File: config.mk
export PLATFORM = sky130hd
export DESIGN_NAME = prog_sequencer_flat
export DESIGN_NICKNAME = d
export VERILOG_FILES = /design/src/rtl/prog_sequencer_pkg.sv /design/src/rtl/prog_sequencer_if.sv /design/src/rtl/prog_sequencer_mem.sv /design/src/rtl/prog_sequencer.sv /design/src/flat_wrapper.sv
export SDC_FILE = /design/constraint.sdc
export NUM_CORES = 1
export LEC_CHECK = 0
export ABC_AREA = 1
export BUFFER_PORTS_ARGS = -buffer_cell sky130_fd_sc_hd__buf_2
export CAP_MARGIN = 20
export CORE_MARGIN = 5
export CORE_UTILIZATION = 30
export CTS_CLUSTER_SIZE = 40
export DETAILED_ROUTE_END_ITERATION = 16
export HOLD_SLACK_MARGIN = 0.06
export PLACE_DENSITY = 0.43
export SYNTH_ARGS = -nofsm -noshare
export SYNTH_HDL_FRONTEND = slang
export SYNTH_SLANG_ARGS = --single-unit
export TNS_END_PERCENT = 10
File: constraint.sdc
create_clock -name Clock -period 2.06 [get_ports Clock]
set_input_delay 0.103 -clock Clock [delete_from_list [all_inputs] [get_ports Clock]]
set_output_delay 0.103 -clock Clock [all_outputs]
set_load 0.03 [all_outputs]
File: src/rtl/prog_sequencer_pkg.sv
// Shared definitions for the instruction sequencer and the proc decode:
// opcode field values and the sequencer FSM state encoding.
package prog_sequencer_pkg;

    localparam logic [1:0] OP_MV  = 2'b00;
    localparam logic [1:0] OP_MVI = 2'b01;
    localparam logic [1:0] OP_ADD = 2'b10;
    localparam logic [1:0] OP_SUB = 2'b11;

    typedef enum logic [2:0] {
        ST_IDLE  = 3'd0,
        ST_FETCH = 3'd1,
        ST_IMM   = 3'd2,
        ST_WAIT  = 3'd3,
        ST_END   = 3'd4
    } seq_state_t;

endpackage

File: src/rtl/prog_sequencer_if.sv
// Instruction bus between the sequencer (master) and the proc datapath (slave).
interface prog_sequencer_if #(
    parameter int DATAWIDTH = 6
) ();

    logic [DATAWIDTH-1:0] DIN;
    logic                 Run;
    logic                 Done;

    modport master (output DIN, output Run, input Done);
    modport slave  (input DIN, input Run, output Done);

endinterface

File: src/rtl/prog_sequencer_mem.sv
// Program store: one synchronous write port, two asynchronous read ports
// (opcode word and the following immediate word).
module prog_mem #(
    parameter int DATAWIDTH = 6,
    parameter int DEPTH     = 16,
    parameter int AW        = 4
) (
    input  logic                 clk,
    input  logic                 we,
    input  logic [AW-1:0]        waddr,
    input  logic [DATAWIDTH-1:0] wdata,
    input  logic [AW-1:0]        raddr0,
    output logic [DATAWIDTH-1:0] rdata0,
    input  logic [AW-1:0]        raddr1,
    output logic [DATAWIDTH-1:0] rdata1
);

    logic [DATAWIDTH-1:0] mem [DEPTH];

    always_ff @(posedge clk) begin
        if (we) begin
            mem[waddr] <= wdata;
        end
    end

    assign rdata0 = mem[raddr0];
    assign rdata1 = mem[raddr1];

endmodule

File: src/rtl/prog_sequencer.sv
// Instruction feeder for the proc datapath: issues one program word per proc
// completion, presents mvi immediates, and watchdogs Done.
module prog_sequencer
    import prog_sequencer_pkg::*;
#(
    parameter int DATAWIDTH = 6,
    parameter int DEPTH     = 16,
    parameter int AW        = $clog2(DEPTH),
    parameter int TIMEOUT   = 7
) (
    input  logic                 Clock,
    input  logic                 Reset,
    input  logic                 start,
    input  logic                 halt_req,
    input  logic [AW-1:0]        last_addr,
    input  logic                 prog_we,
    input  logic [AW-1:0]        prog_addr,
    input  logic [DATAWIDTH-1:0] prog_wdata,
    prog_sequencer_if.master     proc,
    output logic                 busy,
    output logic                 halted,
    output logic                 err_timeout,
    output logic [AW-1:0]        pc,
    output logic [7:0]           instr_count
);

    localparam int WDW = $clog2(TIMEOUT + 1);

    seq_state_t           state;
    logic [AW-1:0]        last_q;
    logic                 halt_seen;
    logic [WDW-1:0]       wd;
    logic [DATAWIDTH-1:0] word0;
    logic [DATAWIDTH-1:0] word1;
    logic [AW-1:0]        pc_plus1;
    logic [AW-1:0]        pc_step;
    logic                 complete;
    logic                 step_two;
    logic                 last_hit;

    assign pc_plus1 = pc + AW'(1);

    prog_mem #(
        .DATAWIDTH(DATAWIDTH),
        .DEPTH    (DEPTH),
        .AW       (AW)
    ) u_mem (
        .clk   (Clock),
        .we    (prog_we & ~busy),
        .waddr (prog_addr),
        .wdata (prog_wdata),
        .raddr0(pc),
        .rdata0(word0),
        .raddr1(pc_plus1),
        .rdata1(word1)
    );

    assign busy     = (state != ST_IDLE);
    assign halted   = (state == ST_END);
    assign proc.Run = (state == ST_FETCH);

    always_comb begin
        proc.DIN = '0;
        complete = 1'b0;
        step_two = 1'b0;
        case (state)
            ST_FETCH: proc.DIN = word0;
            ST_IMM: begin
                proc.DIN = word1;
                complete = proc.Done;
                step_two = 1'b1;
            end
            ST_WAIT:  complete = proc.Done;
            default:  ;
        endcase
    end

    // last_addr may fall on either word of a two-word mvi
    assign pc_step  = step_two ? pc + AW'(2) : pc_plus1;
    assign last_hit = (last_q == pc) || (step_two && (last_q == pc_plus1));

    always_ff @(posedge Clock) begin
        if (Reset) begin
            state       <= ST_IDLE;
            pc          <= '0;
            instr_count <= '0;
            err_timeout <= 1'b0;
            last_q      <= '0;
            halt_seen   <= 1'b0;
            wd          <= '0;
        end else begin
            if (busy && halt_req) begin
                halt_seen <= 1'b1;
            end
            case (state)
                ST_IDLE: begin
                    halt_seen <= 1'b0;
                    if (start) begin
                        state       <= ST_FETCH;
                        pc          <= '0;
                        instr_count <= '0;
                        err_timeout <= 1'b0;
                        last_q      <= last_addr;
                    end
                end
                ST_FETCH: begin
                    wd    <= WDW'(1);
                    state <= (word0[DATAWIDTH-1 -: 2] == OP_MVI) ? ST_IMM : ST_WAIT;
                end
                ST_IMM: begin
                    if (!proc.Done) begin
                        err_timeout <= 1'b1;
                        state       <= ST_IDLE;
                    end
                end
                ST_WAIT: begin
                    if (!proc.Done) begin
                        if (wd == WDW'(TIMEOUT)) begin
                            err_timeout <= 1'b1;
                            state       <= ST_IDLE;
                        end else begin
                            wd <= wd + WDW'(1);
                        end
                    end
                end
                default: state <= ST_IDLE;
            endcase
            if (complete) begin
                pc <= pc_step;
                if (instr_count != 8'hFF) begin
                    instr_count <= instr_count + 8'd1;
                end
                state <= (halt_seen || halt_req || last_hit) ? ST_END : ST_FETCH;
            end
        end
    end

endmodule

File: src/flat_wrapper.sv
// flat-port wrapper written by rule: the top's interface ports become plain ports
module prog_sequencer_flat import prog_sequencer_pkg::*;
#(
    parameter int DATAWIDTH = 6,
    parameter int DEPTH     = 16,
    parameter int AW        = $clog2(DEPTH),
    parameter int TIMEOUT   = 7
)
  (Clock, Reset, start, halt_req, last_addr, prog_we, prog_addr, prog_wdata, busy, halted, err_timeout, pc, instr_count, proc_DIN, proc_Run, proc_Done);
  prog_sequencer_if #(.DATAWIDTH(DATAWIDTH)) proc_i ();
  input  logic Clock;
  input  logic Reset;
  input  logic start;
  input  logic halt_req;
  input  logic [AW-1:0] last_addr;
  input  logic prog_we;
  input  logic [AW-1:0] prog_addr;
  input  logic [DATAWIDTH-1:0] prog_wdata;
  output logic busy;
  output logic halted;
  output logic err_timeout;
  output logic [AW-1:0] pc;
  output logic [7:0] instr_count;
  output wire logic [$bits(proc_i.DIN)-1:0] proc_DIN;
  output wire logic [$bits(proc_i.Run)-1:0] proc_Run;
  input wire logic [$bits(proc_i.Done)-1:0] proc_Done;
  assign proc_DIN = proc_i.DIN;
  assign proc_Run = proc_i.Run;
  assign proc_i.Done = proc_Done;
  prog_sequencer #(.DATAWIDTH(DATAWIDTH), .DEPTH(DEPTH), .AW(AW), .TIMEOUT(TIMEOUT)) u_core (.Clock(Clock), .Reset(Reset), .start(start), .halt_req(halt_req), .last_addr(last_addr), .prog_we(prog_we), .prog_addr(prog_addr), .prog_wdata(prog_wdata), .proc(proc_i), .busy(busy), .halted(halted), .err_timeout(err_timeout), .pc(pc), .instr_count(instr_count));
endmodule
==> results of run 1 <==
==> power by group <==
| group | switching [mW] | internal, mW | total, mW | leakage [nW] |
|---|---|---|---|---|
| combinational | 0.698 | 0.398 | 1.10 | 1.66 |
| clock | 1.13 | 1.90 | 3.03 | 0.287 |
| sequential | 0.0440 | 2.76 | 2.80 | 1.09 |
==> worst paths after layout <==
| kind | slack, ns | cells past startpoint | to | from |
|---|---|---|---|---|
| setup reg to reg | 0.35 | 8 | u_core.u_mem.mem[8][4]$_DFFE_PP_ | u_core.state[1]$_SDFFE_PP0P_ |
| hold / removal | 0.08 | 1 | u_core.u_mem.mem[9][0]$_DFFE_PP_ | prog_wdata[0] |
| setup / recovery | -0.17 | 10 | proc_DIN[4] | u_core.pc[0]$_SDFFE_PP0P_ |
| hold reg to reg | 0.46 | 2 | u_core.err_timeout$_SDFFE_PP0P_ | u_core.err_timeout$_SDFFE_PP0P_ |
==> state kept, by name, summed over array words and instances (netlist names), named ones only <==
name / cells
u_core.pc: 4
u_core.instr_count: 8
u_core.err_timeout: 1
u_core.state: 3
u_core.halt_seen: 1
u_core.u_mem.mem: 96
u_core.last_q: 4
u_core.wd: 3
==> kinds of logic (layout without fill, tap and decap cells) <==
kind of cell               count (synthesis)  in the layout
xor gates and xnor gates                  10             10
AOI/OAI and AO/OA                        208            208
DFF                                      124            124
buffers and inverters                    108            198
and+or+nand+nor                          249            249
adders and majority gates                  5              5
==> metal layers <==
metal / vias to the layer above / GRT usage, % / part of all wire [%]
met5: - / 0 / 0
li1: 2576 / - / -
met1: 2544 / 19.3 / 45
met2: 140 / 25.6 / 48
met4: 0 / 5.76 / 1.9
met3: 21 / 3.75 / 4.8
==> worst max-delay path, stage by stage (launching register included) <==
cell and delay [ns]:
dfxtp_4 0.36, ha_4 0.35, buf_12 0.15, buf_6 0.12, a21oi_1 0.04, o21ai_0 0.08, nand3_1 0.09, nand3_1 0.10
nand2_1 0.06, a22o_1 0.21, buf_6 0.15
==> placed cells by master (no fill, tap or decap), types with 5 or more instances in the layout <==
master	n
clkbuf_16	17
dfxtp_1	25
xor2_1	6
clkinv_4	5
a21oi_1	55
nand3_1	46
edfxtp_1	96
buf_4	36
inv_2	7
o21ai_0	73
a21oi_2	14
nand3_2	9
nand2_2	8
o21ai_1	46
nor2_1	76
buf_2	35
buf_12	5
nand2_1	94
o211ai_1	13
dlygate4sd3_1	6
inv_1	63
buf_6	12
==> cell type report <==
| type | instances | share of cell area, % |
|---|---|---|
| inverter | 72 | 3.51 |
| sequential | 124 | 43.6 |
| clock inverter | 14 | 2.17 |
| clock buffer | 17 | 5.38 |
| multi-input combinational | 472 | 31.5 |
| timing repair buffer | 95 | 9.55 |
| tap | 275 | 4.35 |
==> per-stage QoR <==
stage                     setup slack, ns  hold WS (ns)  std cells  util (%)
after CTS                          -0.192        0.0651       1071      37.9
after global placement              0.113         0.324       1024      33.4
after floorplan                     0.101         0.202        704         -
final                              -0.170        0.0764       1069      38.0
after global routing               -0.264        0.0713       1069      38.0
after detailed placement            0.101         0.343       1024      33.4
==> timing repair <==
action,4_1_cts,5_1_grt
setup endpoints to repair,6,6
endpoints found under the hold margin,6,0
cloned,3,0
resized for setup,50,39
pin swaps,11,15
hold buffers,6,0
buffers inserted,7,1
==> results.json, run 1 <==
{
  "outcome": "complete, but fails checks",
  "violations": "setup timing",
  "hold_violations": 0,
  "drt-vias-per-instance": 4.94,
  "antenna_found_initial": 0,
  "ys_types": 34,
  "ant_nets": 0,
  "yosysTopAreaCellShare_pct": 46.0,
  "seqCellArea_mm2": 0.00345,
  "netlist_instances": 704,
  "post_drt_wl_per_cell_um": 17.0,
  "synth_mux_area_share_pct": 0,
  "cp-start-kind": "register",
  "period_needed_ns": 2.23,
  "cap_violations": 0,
  "fillers": 2092,
  "p_leak_nw": 3.04,
  "slew_viol_final": 0,
  "setup_viol": 6,
  "start_util_pct": 30.1,
  "synthAdderAreaFrac_pct": 0.997,
  "fin_skew_ns": 0.0127,
  "finalCritPeriodShare_pct": 108,
  "endpoint_kind": "output port",
  "area_growth_pct": 26.1,
  "setup_ws_ns": -0.170,
  "synth_area_leader_cell": "edfxtp_1",
  "grt_util_all_layers_pct": 15.4,
  "grt_pass1_wl_mm": 28.2,
  "setup_tns_ns": -0.714,
  "placed_area_mm2": 0.00695,
  "cts_buffers": 17,
  "route.detailed.drc": 0,
  "synth_edf_count": 96,
  "dieWidth_um": 155,
  "yosys-top-cells-count": "o21ai_0 (100), nand2_1 (98), edfxtp_1 (96)",
  "clk_pin_slew_ns": 0.06,
  "synth_area_leaders": "edfxtp_1 (46%), dfxtp_1 (8.9%), o21ai_0 (8.0%)",
  "ys_ff_latch": 124,
  "drtIter0Drc": 422,
  "synth_top_family_by_area": "compound AO/OA/AOI/OAI gates",
  "overflow": 0,
  "die_area_mm2": 0.0239,
  "cp.required_ns": 1.96,
  "fp-row-count": 53,
  "synthesis.nets": 729,
  "async_flop_share_pct": 0,
  "worstSetupPathType": "register to output port",
  "layout.nets": 807,
  "place.detailed.hpwl_mm": 12.3,
  "power_density_mw_per_mm2": 876,
  "num_vias": 5281,
  "htree_levels": 4,
  "ys_seq_area_share_pct": 54.9,
  "grt_max_degree": 38,
  "clk_latency_ns": 0.43,
  "hold_class": "input port to register",
  "clock_path_buffers": 2,
  "drive_above_1_share_pct": 22.2,
  "yosysWarningCount": 0,
  "synth_compound_area_share_pct": 17.4,
  "wirelength_mm": 18.2,
  "critPathMaxFanout": 6,
  "gp_congestion": 0.778,
  "synth-main-ff-cell": "edfxtp_1",
  "io_pins": 42,
  "tritoncts": "yes",
  "num_antenna_cells": 0,
  "post_synth.cell_area_avg_um2": 8.91,
  "multi_input_comb_area_mm2": 0.00249,
  "tightest_slew_ns": 0.390,
  "synthSimpleGateAreaFrac_pct": 17.3,
  "vdd_drop_max_uv": 498,
  "rsz0062_at_grt": "yes",
  "power.total_mw": 6.93,
  "stdcell_area_mm2": 0.00791,
  "die_h_um": 155,
  "syn_area_mm2": 0.00627,
  "dr.pass1.iters": 5,
  "clock-sinks": 124,
  "cp.arrival_ns": 2.13,
  "port_buffers": 41,
  "synth.most_common_cell": "o21ai_0",
  "relSlewSlack_pct": 73.8,
  "cts-root-buf": "clkbuf_16",
  "synth_xor_area_share_pct": 1.64,
  "grt_pass1_vias": 5207,
  "core-area_mm2": 0.0208,
  "timing.fmax_mhz": 448
}
(Power assumes the default switching activity.)
==> run 2, diff against run 1 <==
--- a/config.mk
+++ b/config.mk
@@ -9,5 +9,4 @@
 export BUFFER_PORTS_ARGS = -buffer_cell sky130_fd_sc_hd__buf_2
 export CAP_MARGIN = 20
-export CORE_MARGIN = 5
 export CORE_UTILIZATION = 30
 export CTS_CLUSTER_SIZE = 40
==> constraint.sdc (replaced) <==
create_clock -name Clock -period 2.2 [get_ports Clock]
set_input_delay 0.22 -clock Clock [delete_from_list [all_inputs] [get_ports Clock]]
set_output_delay 0.22 -clock Clock [all_outputs]
set_load 0.03 [all_outputs]
==> run 2 against run 1 <==
Against the previous run:
- the run still ends with setup timing left
- clock-buffer cell count rose by 2
- combinational power barely moved
- clock power fell by 15%
- core utilization rose by 0.96 points
- wire length rose by 7.4%
- power fell by 9.6%
- critical path depth rose by 1
- global-route usage rose by 3.8 points
- via count rose by 0.61%
- final cell count barely moved
- clock skew fell by 0.0044 ns
- worst setup slack got worse by 0.0088 ns
- critical path type unchanged
- largest cell class unchanged
==> results.json, run 2 (synthesized netlist as in run 1, its figures left out) <==
{
  "clk_latency_ns": 0.42,
  "seqCellArea_mm2": 0.00345,
  "drt-vias-per-instance": 4.97,
  "switching_power_mw": 1.74,
  "crit_chain": "ha_4 > buf_12 > buf_16 > a21oi_1 > o21ai_1 > o21ai_1 > nand2_1 > nand3_2 > nand3_1 > nand2_2 > buf_6",
  "route.detailed.drc": 0,
  "swShare_pct": 27.9,
  "vdd_drop_max_uv": 454,
  "place.detailed.hpwl_mm": 13.0,
  "placed_area_mm2": 0.00697,
  "timing.fmax_mhz": 420,
  "grt_util_all_layers_pct": 19.1,
  "antenna_found_initial": 0,
  "clock_path_buffers": 2,
  "layout_common_cells": "edfxtp_1 (96), nand2_1 (94), o21ai_0 (78)",
  "p_int_mw": 4.52,
  "period_needed_ns": 2.38,
  "top_regs": "u_core.u_mem.mem: 96 flops, u_core.instr_count: 8 flops",
  "area_growth_pct": 26.5,
  "dr.pass1.iters": 5,
  "grt_pass1_wl_mm": 30.7,
  "port_buffers": 41,
  "die_h_um": 147,
  "io_pins": 42,
  "fp-row-count": 52,
  "worstSetupPathType": "register to output port",
  "cp_common_cell": "o21ai_1",
  "clock-sinks": 124,
  "cp.arrival_ns": 2.16,
  "fillers": 2017,
  "hold_class": "input port to register",
  "tightest_slew_ns": 0.414,
  "seqPwrFrac_pct": 42.0,
  "overflow": 0,
  "post_drt_wl_per_cell_um": 18.3,
  "clk_pin_slew_ns": 0.06,
  "drtIter0Drc": 433,
  "stdcell_area_mm2": 0.00794,
  "p_leak_nw": 3.06,
  "hold_violations": 0,
  "finalCritPeriodShare_pct": 108,
  "grt_max_degree": 44,
  "mostFrequentLayoutCell": "edfxtp_1",
  "setup_viol": 6,
  "endpoint_kind": "output port",
  "outcome": "complete, but fails checks",
  "slew_viol_final": 0,
  "setup_ws_ns": -0.179,
  "p_comb_share_pct": 17.0,
  "wirelength_mm": 19.5,
  "cts_buffers": 17,
  "path_delay_family": "buffers and inverters",
  "gp_congestion": 0.842,
  "cts-root-buf": "clkbuf_16",
  "dieWidth_um": 147,
  "tritoncts": "yes",
  "stdcell_count": 1068,
  "cpPeakStageDelay_ns": 0.36,
  "drive_above_1_share_pct": 20.9,
  "ant_nets": 0,
  "core-area_mm2": 0.0204,
  "grt_pass1_vias": 5363,
  "multi_input_comb_area_mm2": 0.00243,
  "dp.cells": 1021,
  "cp.required_ns": 1.98,
  "start_util_pct": 30.8,
  "num_vias": 5313,
  "layout.nets": 810,
  "top_register": "u_core.u_mem.mem",
  "slowest_stage": "dfxtp_4",
  "violations": "setup timing",
  "relSlewSlack_pct": 72.4,
  "num_antenna_cells": 0,
  "largest_reg_flops": 96,
  "cap_violations": 0,
  "crit_buf_inv": 3,
  "power.total_mw": 6.26,
  "htree_levels": 4,
  "power_density_mw_per_mm2": 789,
  "cp-start-kind": "register",
  "p_clk_share_pct": 41.0,
  "fin_skew_ns": 0.00828,
  "rsz0062_at_grt": "yes",
  "critPathMaxFanout": 9,
  "die_area_mm2": 0.0215
}
-- run 2: area by class of cell --
| type | count | share of cell area (%) |
|---|---|---|
| clock buffer | 19 | 5.46 |
| clock inverter | 13 | 1.28 |
| inverter | 72 | 3.55 |
| multi-input combinational | 472 | 30.7 |
| sequential | 124 | 43.5 |
| tap | 270 | 4.26 |
| timing repair buffer | 98 | 11.3 |
-- run 2: path summary, 6_finish.rpt --
kind,depth (start not counted),from,slack (ns),endpoint
hold / removal,4,proc_Done,0.12,u_core.err_timeout$_SDFFE_PP0P_
setup reg to reg,7,u_core.state[0]$_SDFFE_PP0P_,0.31,u_core.u_mem.mem[12][0]$_DFFE_PP_
setup / recovery,11,u_core.pc[0]$_SDFFE_PP0P_,-0.18,proc_DIN[1]
hold reg to reg,2,u_core.err_timeout$_SDFFE_PP0P_,0.47,u_core.err_timeout$_SDFFE_PP0P_
-- run 2: repair_timing --
item                                    CTS  global route
buffers inserted                          6             0
gates resized for setup                  62             7
hold buffers                              4             0
endpoints found under the hold margin     4             0
pin swaps                                13             3
endpoints found under the setup margin    6             6
gates cloned                              5             0
-- run 2: power by group through the flow --
stage               clock network (mW)  registers (mW)  logic, mW
global route                      2.73            2.64       1.16
detailed placement                   0            2.67      0.895
floorplan                            0            2.68      0.571
finish                            2.57            2.63       1.07
CTS                               2.62            2.63       1.07
global placement                     0            2.67      0.891
-- run 2: worst register-to-register path: stages (launching register included) --
cell and delay [ns]:
dfxtp_1 0.36, inv_2 0.17, nand2_2 0.14, nor2_1 0.12, buf_4 0.16, nand3_1 0.19, nor2_1 0.28, buf_4 0.19
-- run 2: layer usage --
| metal | vias to the layer above | global-route usage, % | wire length (um) |
|---|---|---|---|
| met3 | 21 | 4.63 | 1140 |
| met1 | 2513 | 24.5 | 8790 |
| met4 | 0 | 4.90 | 240 |
| met2 | 189 | 32.3 | 9360 |
| met5 | - | 0 | 0 |
| li1 | 2590 | - | - |
-- run 2: per-stage QoR --
stage	hold WS, ns	utilization, %	setup slack (ns)	setup TNS [ns]
3_5_place_dp	0.450	34.2	0.0998	0
5_1_grt	0.127	39.0	-0.300	-1.68
3_3_place_gp	0.444	34.2	0.125	0
2_1_floorplan	0.319	-	0.124	0
6_report	0.121	39.0	-0.179	-0.851
4_1_cts	0.100	38.9	-0.136	-0.756
